--- config.mk ---
export PLATFORM = sky130hd
export DESIGN_NAME = mem_copy_engine
export DESIGN_NICKNAME = d
export VERILOG_FILES = /design/src/rtl/mem_copy_pkg.sv /design/src/rtl/mem_copy_addr_gen.sv /design/src/rtl/mem_copy_engine.sv
export SDC_FILE = /design/constraint.sdc
export NUM_CORES = 1
export LEC_CHECK = 0
export ABC_AREA = 1
export CORE_MARGIN = 1
export CORE_UTILIZATION = 48
export CTS_BUF_LIST = sky130_fd_sc_hd__clkbuf_16
export DETAILED_ROUTE_END_ITERATION = 10
export PLACE_DENSITY = 0.87
export SYNTH_ARGS = -nofsm -noshare
export SYNTH_HDL_FRONTEND = slang
export SYNTH_SLANG_ARGS = --single-unit
--- constraint.sdc ---
create_clock -name CLK -period 2.95 [get_ports CLK]
set_input_delay 0.59 -clock CLK [delete_from_list [all_inputs] [get_ports CLK]]
set_output_delay 0.59 -clock CLK [all_outputs]
set_load 0.1 [all_outputs]
--- src/rtl/mem_copy_pkg.sv ---
// Shared types and default sizes for the block-copy engine.
package mem_copy_pkg;

    localparam int DEFAULT_DBITS = 32;
    localparam int DEFAULT_ABITS = 10;

    typedef enum logic [1:0] {
        IDLE  = 2'd0,
        COPY  = 2'd1,
        DRAIN = 2'd2,
        FIN   = 2'd3
    } state_t;

    typedef enum logic {
        ASC  = 1'b0,
        DESC = 1'b1
    } dir_t;

endpackage

--- src/rtl/mem_copy_addr_gen.sv ---
// Loadable address pointer that steps up or down by one and wraps modulo 2^ABITS.
module mem_copy_addr_gen
    import mem_copy_pkg::*;
#(
    parameter int ABITS = DEFAULT_ABITS
) (
    input  logic             CLK,
    input  logic             RESET,
    input  logic             load,
    input  logic [ABITS-1:0] load_addr,
    input  logic             step,
    input  dir_t             dir,
    output logic [ABITS-1:0] ptr
);

    logic [ABITS-1:0] ptr_reg;

    always_ff @(posedge CLK) begin
        if (RESET) begin
            ptr_reg <= '0;
        end else if (load) begin
            ptr_reg <= load_addr;
        end else if (step) begin
            ptr_reg <= (dir == DESC) ? ptr_reg - ABITS'(1) : ptr_reg + ABITS'(1);
        end
    end

    assign ptr = ptr_reg;

endmodule

--- src/rtl/mem_copy_engine.sv ---
// memmove-style block copy engine: one word per cycle, direction chosen at accept.
// Optional XOR checksum of written words enabled by MEM_COPY_CHECKSUM_EN.
module mem_copy_engine
    import mem_copy_pkg::*;
#(
    parameter int DBITS = DEFAULT_DBITS,
    parameter int ABITS = DEFAULT_ABITS
) (
    input  logic             CLK,
    input  logic             RESET,
    input  logic             START,
    input  logic [ABITS-1:0] SRC,
    input  logic [ABITS-1:0] DST,
    input  logic [ABITS-1:0] LEN,
    output logic             BUSY,
    output logic             DONE,
    output logic [ABITS-1:0] MADDR1,
    output logic [DBITS-1:0] MDIN,
    output logic             MWE,
    output logic [ABITS-1:0] MADDR2,
    input  logic [DBITS-1:0] MDOUT2
`ifdef MEM_COPY_CHECKSUM_EN
    ,
    output logic [DBITS-1:0] CSUM
`endif
);

    state_t           state_reg, state_next;
    dir_t             dir_reg;
    logic [ABITS-1:0] count_reg;
    logic [DBITS-1:0] data_q_reg;
    logic             valid_q_reg;

    logic             accept;
    logic             noop;
    logic             desc_sel;
    logic [ABITS-1:0] diff;
    logic [ABITS-1:0] len_m1;

    logic             gen_load [2];
    logic [ABITS-1:0] gen_base [2];
    logic             gen_step [2];
    logic [ABITS-1:0] gen_ptr  [2];

    assign accept   = (state_reg == IDLE) && START;
    assign noop     = (LEN == '0) || (DST == SRC);
    assign diff     = DST - SRC;
    assign len_m1   = LEN - ABITS'(1);
    // Destination lies just above the source inside the window: copy from the top down.
    assign desc_sel = (diff != '0) && (diff < LEN);

    assign gen_base[0] = desc_sel ? SRC + len_m1 : SRC;
    assign gen_base[1] = desc_sel ? DST + len_m1 : DST;
    assign gen_step[0] = (state_reg == COPY);
    assign gen_step[1] = MWE;

    generate
        for (genvar gi = 0; gi < 2; gi++) begin : g_ptr
            assign gen_load[gi] = accept;
            mem_copy_addr_gen #(
                .ABITS(ABITS)
            ) u_addr_gen (
                .CLK      (CLK),
                .RESET    (RESET),
                .load     (gen_load[gi]),
                .load_addr(gen_base[gi]),
                .step     (gen_step[gi]),
                .dir      (dir_reg),
                .ptr      (gen_ptr[gi])
            );
        end
    endgenerate

    always_ff @(posedge CLK) begin
        if (RESET) begin
            state_reg <= IDLE;
        end else begin
            state_reg <= state_next;
        end
    end

    always_comb begin
        state_next = state_reg;
        BUSY       = 1'b0;
        DONE       = 1'b0;
        MWE        = 1'b0;
        MADDR1     = '0;
        MDIN       = '0;
        MADDR2     = '0;
        case (state_reg)
            IDLE: begin
                if (START) begin
                    state_next = noop ? FIN : COPY;
                end
            end
            COPY: begin
                BUSY   = 1'b1;
                MADDR2 = gen_ptr[0];
                if (count_reg == ABITS'(1)) begin
                    state_next = DRAIN;
                end
            end
            DRAIN: begin
                BUSY       = 1'b1;
                state_next = FIN;
            end
            FIN: begin
                BUSY       = 1'b1;
                DONE       = 1'b1;
                state_next = IDLE;
            end
            default: state_next = IDLE;
        endcase
        if (valid_q_reg && (state_reg == COPY || state_reg == DRAIN)) begin
            MWE    = 1'b1;
            MADDR1 = gen_ptr[1];
            MDIN   = data_q_reg;
        end
    end

    always_ff @(posedge CLK) begin
        if (RESET) begin
            dir_reg     <= ASC;
            count_reg   <= '0;
            data_q_reg  <= '0;
            valid_q_reg <= 1'b0;
        end else begin
            if (accept) begin
                dir_reg   <= desc_sel ? DESC : ASC;
                count_reg <= LEN;
            end else if (state_reg == COPY) begin
                count_reg <= count_reg - ABITS'(1);
            end
            valid_q_reg <= (state_reg == COPY);
            if (state_reg == COPY) begin
                data_q_reg <= MDOUT2;
            end
        end
    end

`ifdef MEM_COPY_CHECKSUM_EN
    logic [DBITS-1:0] csum_reg;

    always_ff @(posedge CLK) begin
        if (RESET || accept) begin
            csum_reg <= '0;
        end else if (MWE) begin
            csum_reg <= csum_reg ^ MDIN;
        end
    end

    assign CSUM = csum_reg;
`else
    // Checksum not built in this configuration.
`endif

endmodule
==> impl_metrics.json <==
{
  "synth_area_leaders": "dfxtp_1 (22%), ha_1 (12%), nand2_1 (12%), inv_1 (10%), a21oi_1 (7.2%)",
  "avgRoutedWirePerCell_um": 18.9,
  "critPathKind": "in -> reg",
  "slew_headroom_pct": 61.2,
  "route.met2.wl_um": 11800,
  "yosys_warnings": 0,
  "clock_path_buffers": 2,
  "placed_cell_area_um2": 8540,
  "p_seq_share_pct": 21.7,
  "drt_iter0_markers": 940,
  "wl_um": 25600,
  "largest_reg_flops": 32,
  "startpoint_type": "input port",
  "diodes": 0,
  "yosys-top-cells-count": "nand2_1 (199), inv_1 (164), nor2_1 (92), a21oi_1 (87), o21ai_0 (72)",
  "leakagePower_nw": 4.51,
  "wl_met1_um": 8890,
  "firstDrtPassIters": 7,
  "multi_input_area_um2": 4420,
  "hold_viol": 0,
  "grt_pass1_wl_um": 34400,
  "cp.arrival_ns": 3.52,
  "synthFlopType": "dfxtp_1",
  "die-area_um2": 13000,
  "vdd_drop_max_uv": 694,
  "cts_tree": "done",
  "cts_sinks": 66,
  "async_flop_share_pct": 0,
  "htreeDepth": 3,
  "die_x_um": 114,
  "power.switching_w": 0.00337,
  "grt_usage_pct": 32.8,
  "fill_cells": 679,
  "worst_ep_required_time_ns": 3.18,
  "fin_nets": 1313,
  "netlist_instances": 954,
  "area_growth_pct": 58.7,
  "end_kind": "register",
  "p_clk_share_pct": 18.1,
  "finalMaxSlewViolations": 0,
  "ios": 120,
  "failed_checks": "setup timing",
  "initial_core_util_pct": 49.8,
  "status": "complete, but fails checks",
  "grt_setup_unrepaired": "true",
  "drc": 0,
  "synth-edff-count": 0,
  "hold_path_depth": 2,
  "core-area_um2": 12100,
  "power_switching_share_pct": 48.6,
  "path_max_fanout": 7,
  "cts_root_buffer": "clkbuf_16",
  "overflow": 0,
  "synth_top_area_share_pct": 21.9,
  "synth_area_um2": 6030,
  "antenna_found_initial": 0,
  "gp_congestion": 0.939,
  "synth.avg_cell_area_um2": 6.32,
  "timing.final.ws_setup_ns": -0.341,
  "ys_seq_area_share_pct": 21.9,
  "dp_hpwl_um": 14700,
  "regToRegEndpoint": "g_ptr[0].u_addr_gen.ptr[7]$_SDFFE_PP0P_",
  "clk_latency_ns": 0.33,
  "regArea_um2": 1320,
  "num_vias": 7999,
  "synth_top_cell_by_area": "dfxtp_1",
  "yosysMostFrequentCell": "nand2_1",
  "final_area_um2": 9570,
  "core.rowCount": 40,
  "hp-start": "data_q_reg[4]$_SDFFE_PP0P_",
  "cts-buffers-inserted": 9,
  "skew_ns": 0.00832,
  "holdPathEnd": "data_q_reg[4]$_SDFFE_PP0P_",
  "post-route-period-util_pct": 112,
  "portBuffers": 119,
  "internal-power_w": 0.00356,
  "wl_met3_um": 2610,
  "syn_nets": 1084,
  "synth-seq-cells": 66,
  "r2r-start": "dir_reg$_SDFFE_PP0P_",
  "grt_pass1_vias": 7373,
  "drive_gt1_share_pct": 27.9,
  "grt_max_degree": 67,
  "fmax_mhz": 304,
  "ant_nets": 0,
  "cap_viol_max_count": 0,
  "crit_start": "SRC[4]",
  "tightest_slew_ns": 0.582,
  "cts.clk_slew.worst_paths_ns": 0.06,
  "r2r_cells": 11,
  "r2r_setup_slack_ns": 0.38,
  "yosysUniqueCellTypes": 40,
  "p_per_area_nw_per_um2": 724,
  "finalPower_w": 0.00693,
  "min_path_type": "reg -> reg",
  "vias_per_cell": 5.90,
  "dieHeight_um": 114,
  "combPwrFrac_pct": 60.2,
  "routed.top_layer": "met4",
  "fin_crit_ns": 3.29,
  "setup_violations": 20
}
==> placed cells by master, fill, tap and decap left out, types with 11 or more instances in the layout <==
cell / synthesis / routed
xor2_1: 22 / 20
a21oi_1: 87 / 76
nand2_1: 199 / 177
buf_12: 1 / 46
buf_4: 1 / 133
ha_1: 60 / 42
o21ai_0: 72 / 69
nand3_1: 55 / 40
nand3_2: 0 / 13
clkdlybuf4s50_1: 0 / 44
xnor2_1: 13 / 13
nor2_1: 92 / 85
inv_1: 164 / 147
inv_2: 1 / 17
nand2_2: 11 / 29
a21oi_2: 6 / 15
ha_4: 0 / 17
dfxtp_1: 66 / 66
clkbuf_16: 0 / 11
==> worst max-delay path by stage <==
stage / cells after the start / slack [ns] / end
detailed placement: 24 / -0.87 / g_ptr[0].u_addr_gen.ptr[4]$_SDFFE_PP0P_
floorplan: 24 / -0.09 / g_ptr[0].u_addr_gen.ptr[6]$_SDFFE_PP0P_
global placement: 24 / -0.76 / g_ptr[1].u_addr_gen.ptr[4]$_SDFFE_PP0P_
CTS: 21 / -0.04 / g_ptr[0].u_addr_gen.ptr[5]$_SDFFE_PP0P_
global route: 21 / -0.45 / g_ptr[0].u_addr_gen.ptr[6]$_SDFFE_PP0P_
finish: 22 / -0.34 / g_ptr[0].u_addr_gen.ptr[6]$_SDFFE_PP0P_
==> repair_timing <==
item	in CTS	in global routing
buffers inserted	20	3
gates resized for setup	82	69
pin swaps	28	33
gates cloned	2	2
setup endpoints to repair	21	21
hold buffers	0	0
==> power groups by stage <==
stage	registers, W	clock network [W]	logic [W]
floorplan	0.00142	0	0.00258
global placement	0.00146	0	0.00338
detailed placement	0.00148	0	0.00349
CTS	0.00147	0.00123	0.00370
global route	0.00153	0.00129	0.00446
finish	0.00150	0.00125	0.00417
==> layout make-up <==
class,count,share of cell area (%)
sequential,66,13.8
multi-input combinational,692,46.2
tap,168,2.20
inverter,165,6.59
clock inverter,7,1.24
timing repair buffer,248,27.5
timing repair inverter,1,0.0785
clock buffer,9,2.35
==> cell families (layout without fill, tap and decap cells) <==
group | count (synthesis) | after routing | synth area share [%]
flops | 66 | 66 | 21.9
compound gates | 207 | 207 | 19.1
simple gates | 385 | 385 | 26.9
xor+xnor | 35 | 35 | 5.09
buf+inv | 196 | 430 | 12.9
fa+ha+maj | 65 | 65 | 14.1
==> worst max-delay path, cell delays in order <==
cell	delay (ns)
clkdlybuf4s15_2	0.22
inv_2	0.09
ha_4	0.31
nand2_1	0.10
nor2_2	0.14
nand3_2	0.12
nand2_1	0.09
nand2_1	0.06
nand2_2	0.07
inv_2	0.05
ha_4	0.24
nand4_1	0.17
inv_1	0.08
nand2_1	0.08
o211ai_1	0.10
nor2_2	0.20
nand2_4	0.16
clkbuf_16	0.21
a21oi_4	0.20
nand2_2	0.10
nand3b_1	0.09
inv_1	0.04
==> metrics by stage <==
| step | hold slack (ns) | setup TNS [ns] | setup WS (ns) | std cells | util, % |
|---|---|---|---|---|---|
| CTS | 0.455 | -0.264 | -0.0411 | 1354 | 76.5 |
| global route | 0.475 | -7.43 | -0.448 | 1356 | 79.0 |
| floorplan | 0.430 | -0.411 | -0.0873 | 954 | - |
| global placement | 0.439 | -14.52 | -0.759 | 1316 | 70.5 |
| detailed placement | 0.446 | -16.88 | -0.869 | 1316 | 70.5 |
| finish | 0.458 | -4.91 | -0.341 | 1356 | 79.0 |
==> layer usage <==
| layer | global-route usage (%) | vias to the layer above |
|---|---|---|
| met5 | 0 | - |
| met4 | 19.7 | 0 |
| met3 | 5.88 | 225 |
| met2 | 57.3 | 650 |
| met1 | 37.3 | 3582 |
| li1 | - | 3542 |
Power figures use the tool's default switching activity.
